File: config.mk
export PLATFORM = sky130hd
export DESIGN_NAME = mmio_port_responder
export DESIGN_NICKNAME = d
export VERILOG_FILES = /design/src/rtl/mmio_port_responder.sv
export SDC_FILE = /design/constraint.sdc
export NUM_CORES = 1
export LEC_CHECK = 0
export ABC_AREA = 1
export CAP_MARGIN = 20
export CORE_MARGIN = 5
export CORE_UTILIZATION = 50
export DETAILED_ROUTE_END_ITERATION = 8
export MAX_ROUTING_LAYER = met4
export PLACE_DENSITY = 0.72
export SLEW_MARGIN = 30
export SYNTH_ARGS = -nofsm -noshare
export SYNTH_HDL_FRONTEND = slang
export SYNTH_SLANG_ARGS = --single-unit
File: constraint.sdc
create_clock -name CLK -period 2.31 [get_ports CLK]
set_input_delay 0.462 -clock CLK [delete_from_list [all_inputs] [get_ports CLK]]
set_output_delay 0.462 -clock CLK [all_outputs]
set_load 0.005 [all_outputs]
File: src/rtl/mmio_port_responder.sv
// Byte-wide MMIO responder at 0xFB..0xFF: synchronized input pin, rising-edge
// counter, LED register and a programmable square-wave tone generator.
module mmio_port_responder #(
    parameter int unsigned SYNC_STAGES = 2,
    parameter logic [15:0] PERIOD_RST  = 16'h0000
) (
    input  logic       CLK,
    input  logic       RESET,
    input  logic [7:0] ADDR,
    input  logic [7:0] WDATA,
    input  logic       WE,
    output logic [7:0] RDATA,
    output logic       HIT,
    input  logic       IN_PIN,
    output logic [7:0] LED,
    output logic       TONE
);

    logic [SYNC_STAGES-1:0] sync_q;
    logic                   in_s;
    logic                   in_prev;
    logic                   in_rise;
    logic [7:0]             led_q;
    logic [7:0]             ecnt;
    logic [7:0]             lo_shadow;
    logic [15:0]            period;
    logic [15:0]            tone_cnt;
    logic                   tone_q;
    logic                   wr_led;
    logic                   wr_ecnt;
    logic                   wr_plo;
    logic                   wr_phi;

    assign HIT     = (ADDR >= 8'hFB);
    assign wr_led  = WE && (ADDR == 8'hFC);
    assign wr_ecnt = WE && (ADDR == 8'hFD);
    assign wr_plo  = WE && (ADDR == 8'hFE);
    assign wr_phi  = WE && (ADDR == 8'hFF);

    assign in_s    = sync_q[SYNC_STAGES-1];
    assign in_rise = in_s && !in_prev;
    assign LED     = led_q;
    assign TONE    = tone_q;

    // Shift register: IN_PIN enters at bit 0, in_s is the oldest stage.
    always_ff @(posedge CLK or posedge RESET) begin
        if (RESET) begin
            sync_q  <= '0;
            in_prev <= 1'b0;
        end else begin
            sync_q  <= {sync_q[SYNC_STAGES-2:0], IN_PIN};
            in_prev <= in_s;
        end
    end

    // A clear in the same cycle as an edge discards that edge.
    always_ff @(posedge CLK or posedge RESET) begin
        if (RESET) begin
            ecnt <= 8'h00;
        end else if (wr_ecnt) begin
            ecnt <= 8'h00;
        end else if (in_rise) begin
            ecnt <= ecnt + 8'd1;
        end
    end

    always_ff @(posedge CLK or posedge RESET) begin
        if (RESET) begin
            led_q     <= 8'h00;
            lo_shadow <= 8'h00;
        end else begin
            if (wr_led) led_q <= WDATA;
            if (wr_plo) lo_shadow <= WDATA;
        end
    end

    // A commit restarts the waveform and takes priority over counting.
    always_ff @(posedge CLK or posedge RESET) begin
        if (RESET) begin
            period   <= PERIOD_RST;
            tone_cnt <= 16'h0000;
            tone_q   <= 1'b0;
        end else if (wr_phi) begin
            period   <= {WDATA, lo_shadow};
            tone_cnt <= 16'h0000;
            tone_q   <= 1'b0;
        end else if (period == 16'h0000) begin
            tone_cnt <= 16'h0000;
            tone_q   <= 1'b0;
        end else if (tone_cnt == period - 16'd1) begin
            tone_cnt <= 16'h0000;
            tone_q   <= ~tone_q;
        end else begin
            tone_cnt <= tone_cnt + 16'd1;
        end
    end

    always_comb begin
        RDATA = 8'h00;
        case (ADDR)
            8'hFB:   RDATA = {7'b0, in_s};
            8'hFC:   RDATA = led_q;
            8'hFD:   RDATA = ecnt;
            8'hFE:   RDATA = period[7:0];
            8'hFF:   RDATA = period[15:8];
            default: RDATA = 8'h00;
        endcase
    end

endmodule

Yosys cells after proc, flatten, opt, wreduce, memory -nomap -nowiden --
Cells that the tools add are included.
Word-level totals: flip-flop bits (word level) 60, output and inout bits 18, word-level logic and storage cells 37
Operators by class: add/subtract/negate cells 3, order comparisons 1, eq/ne operators 6, mux-type cells 9, bitwise gates (word level) 1, reductions and logical operators 9
Operator list (number):
- $mux 16 | 3
- $eq 8x8->1 const B | 5
- $pmux 8 s5 | 1
- $add 16x1->16 const B | 1
- $eq 16x16->1 | 1
- $logic_not 16->1 | 1
- $mux 8 | 2
- $sub 16x1->16 const B | 1
- $add 8x1->8 const B | 1
- $ge 8x8->1 const B | 1
- $logic_and 1x1->1 | 5
- $mux 1 | 3
- $reduce_bool 3->1 | 1
- $reduce_bool 2->1 | 1
- $logic_not 1->1 | 1
- $not 1->1 | 1

Depth between registers and ports, before layout --
word-level depth 5, mapped depth 15, depth with buffers taken out 15

Worst setup path after synthesis --
No wires, ideal clock.
path kind reg-to-reg, start register period[0], end register tone_cnt[2], library setup time 120 ps, arrival time 1674 ps, path slack 516 ps, cell stages (with the launch flop) 14, cells stage by stage dfrtp_1 -> bufinv_8 -> ha_1 -> nand2_2 -> nor2_4 -> nand2_2 -> nand2_2 -> nand2_1 -> nor2_1 -> nand2_1 -> nor2_1 -> nand3_1 -> nand2_4 -> nor2_1
Between the ends: longest elaborated chain between the ends 5
RTL lines:
- start, declared | RTL line 26 | logic [15:0] period;
- start signal, assigned | RTL line 84 | period <= {WDATA, lo_shadow};
- $sub 16x1->16 | RTL line 90 | end else if (tone_cnt == period - 16'd1) begin
- $eq 16x16->1 | RTL line 90
- $mux 16 | RTL line 90
- $mux 16 * | RTL line 87 | end else if (period == 16'h0000) begin
- $mux 16 * | RTL line 83 | end else if (wr_phi) begin
- end signal, assigned | RTL line 94 | tone_cnt <= tone_cnt + 16'd1;
- end, declared | RTL line 27 | logic [15:0] tone_cnt;
Every way passes the cells marked *; elsewhere a longest branch is shown, timed or not. A chain may end at the register's enable or synchronous reset.

Worst setup path after layout --
start input port ADDR[6], end output port RDATA[3]
Between the ends: longest elaborated chain between the ends 2
RTL lines:
- start, declared | RTL line 9 | input logic [7:0] ADDR,
- $eq 8x8->1 | RTL line 100 | case (ADDR)
- $pmux 8 s5 * | RTL line 100
- end, declared | RTL line 12 | output logic [7:0] RDATA,
Marks and branches as above.

==> results.yml <==
worst_hold_path:
  worstHoldPathType: "reg2reg"
  hold-path-cell-count: 0
synth:
  avgSynthCellArea_um2: 7.012
  yosys.area.top_type: "dfrtp_1"
  synthTopCellsByArea: "dfrtp_1, nand2_1, inv_1"
  synth.distinct_cells: 30
  syn_area_um2: 3737
  synth_top_area_share_pct: 40.17
  syn_nets: 556
  synth_seq_cells: 60
  synthCells: 533
  yosysSeqAreaShare_pct: 40.17
  ys_warn_count: 0
route:
  drt.antenna.violating_nets: 0
  avgRoutedWirePerCell_um: 14.55
  first_pass_iters: 5
  routed_wl_um: 10330
  route.detailed.drc: 0
  initialDrtViolationCount: 286
  vias: 3718
  vias_per_cell: 5.237
power_and_ir_drop:
  p_leak_nw: 2.316
  netSwitchingFraction_pct: 33.02
  power_frac_clock_pct: 35.3
  pwr-share-comb_pct: 23.6
  p_sw_mw: 1.108
  p_per_area_nw_per_um2: 705.4
  seqPwrFrac_pct: 41.1
  totalPowerFinal_mw: 3.357
  vdd_drop_max_uv: 517.5
  intPower_mw: 2.248
floorplan:
  ios: 38
  core-area_um2: 7253
  floorplan.initialDensity_pct: 51.53
  rows: 31
  die_h_um: 96.46
  die-width_um: 96.46
  die-area_um2: 9304
grt:
  grt_pass1_wl_um: 17580
  grt_antenna_before_repair: 0
  grt_usage_pct: 25.46
  grt_max_degree: 61
  overflow: 0
  grt_pass1_vias: 3784
sta:
  relSlewSlack_pct: 73.96
  final-hold-violation-count: 0
  clock.fmax_mhz: 441.4
  maxSlewViolCount: 0
  tightest_slew_ns: 0.3871
  period_needed_ns: 2.265
  fin_worst_skew_ns: 0.009243
  fin_crit_sh_pct: 98.07
  finalSetupViolCount: 0
finish:
  syn_to_final_growth_pct: 27.32
  antenna_cells: 0
  multi_input_area_um2: 1984
  nNetsFinal: 629
  drive_gt1_share_pct: 14.73
  instances_no_fill: 710
  fill_cells: 621
  seq_area_um2: 1501
clocking:
  cts_tree: "yes"
  cts.sinks: 60
  clk_path_buf_depth: 2
  cts_root_buf: "clkbuf_8"
  numCtsBuffers: 9
  clk_pin_slew_ns: 0.07
  insertion_delay_ns: 0.35
  h-tree-depth: 3
placement:
  globalplace.congestion: 0.9078
  numPortBuffers: 37
  dp_hpwl_um: 7758
  dp.cells: 685
setup_path:
  critical_path_arrival_ns: 1.80
  crit_type: "in2out"
  startpoint_type: "primary input"
  crit_fanout: 5
  cp.required_ns: 1.85
  endpoint_kind: "output port"
  worst-r2r-cell-count: 13
run_status:
  status: "completed"
flow_run:
  drv_cap: 0
==> registers in the layout, summed over array words and instances, names as in the netlist <==
signal,count
lo_shadow,8
sync_q,2
in_prev,1
LED,8
period,16
tone_cnt,16
TONE,1
ecnt,8
==> synthesized netlist by cell type <==
cell / count
nand2_4: 1
o22ai_1: 5
nor3_2: 1
o41ai_1: 1
nor2_2: 6
nor3b_1: 2
nor3_1: 8
o21ai_0: 50
xor2_1: 14
nand2b_1: 1
ha_1: 3
clkbuf_2: 1
nand2_1: 132
nor4_1: 2
nand3b_1: 5
a31oi_1: 2
nor2_4: 4
nand2_2: 7
clkbuf_1: 3
inv_1: 85
buf_2: 1
a21oi_1: 7
nand4_1: 8
dfrtp_1: 60
bufinv_8: 1
xnor2_1: 9
nand3_1: 38
nand3_2: 3
o21ai_1: 2
nor2_1: 71
==> power groups by stage <==
stage / clock network [mW] / logic [mW] / registers [mW]
3_5_place_dp: 0 / 0.767 / 1.39
2_1_floorplan: 0 / 0.587 / 1.33
6_report: 1.19 / 0.791 / 1.38
4_1_cts: 1.20 / 0.782 / 1.38
5_1_grt: 1.24 / 0.916 / 1.40
3_3_place_gp: 0 / 0.741 / 1.39
==> critical path: stages <==
cell and delay (ns):
dlygate4sd2_1 0.19, nand4_1 0.14, buf_4 0.19, nor2_4 0.13, buf_6 0.12, nand3_4 0.10
o21ai_1 0.15, a21oi_1 0.06, o21ai_1 0.11, buf_2 0.14
==> worst paths after layout <==
path	startpoint	to	slack, ns
setup reg to reg	period[0]	tone_cnt[1]	0.28
min in group asynchronous	RESET	ecnt[0]	0.49
max in group asynchronous	RESET	period[7]	1.56
hold / removal	sync_q[0]	sync_q[1]	0.37
setup / recovery	ADDR[6]	RDATA[3]	0.04
hold reg to reg	sync_q[0]	sync_q[1]	0.37
==> layout make-up <==
cell class / count / area share (%)
Inverter: 86 / 7.073
Timing Repair Buffer: 66 / 11.86
Clock buffer: 9 / 2.603
Multi-Input combinational cell: 383 / 41.70
Clock inverter: 7 / 2.603
Sequential cell: 60 / 31.55
Tap cell: 99 / 2.603
==> stage by stage <==
stage	worst slack (ns)	hold WS (ns)	setup TNS [ns]	instance area, µm²	util [%]
floorplan	0.3633	0.3312	0	3737	-
global placement	-0.4551	0.3327	-3.689	4380	60.39
detailed placement	-0.5239	0.3661	-4.467	4380	60.39
CTS	0.06109	0.3744	0	4728	65.19
global route	-0.04784	0.3674	-0.2378	4758	65.60
finish	0.04450	0.3695	0	4758	65.60
==> timing repair <==
action | 4_1_cts | 5_1_grt
hold buffers | 0 | 0
cloned | 1 | 0
hold endpoints to repair | 0 | 0
endpoints found under the setup margin | 9 | 7
resized for setup | 64 | 7
buffers inserted | 8 | 1
pin swaps | 13 | 4
==> routing by layer <==
layer / routed length, µm / vias up / part of all wire, % / track usage [%]
li1: - / 1834 / - / -
met1: 4510 / 1704 / 44 / 32.20
met2: 4765 / 143 / 46 / 39.71
met3: 693 / 37 / 6.7 / 4.957
met4: 358 / 0 / 3.5 / 11.45
met5: 0 / - / 0 / -
==> cell usage in the layout, fill, tap and decap left out, drive strengths merged, types with 3 or more instances in the layout <==
cell type,instances
clkdlybuf4s50,20
bufinv,4
dfrtp,60
nor3,9
nand3,42
nand3b,5
a21oi,7
nand2,140
ha,3
dlygate4sd2,8
xnor2,9
nor2,81
inv,86
xor2,14
nand4,8
o21ai,52
clkbuf,9
o22ai,5
buf,37
==> kinds of logic after synthesis <==
logic type,Yosys count,synth area share [%]
adders and majority gates,3,1.004
and+or+nand+nor,289,34.55
DFF,60,40.17
xor gates and xnor gates,23,5.390
AOI/OAI and AO/OA,67,9.307
buffers and inverters,91,9.575
Note: power is estimated with default switching activity, not from simulation.
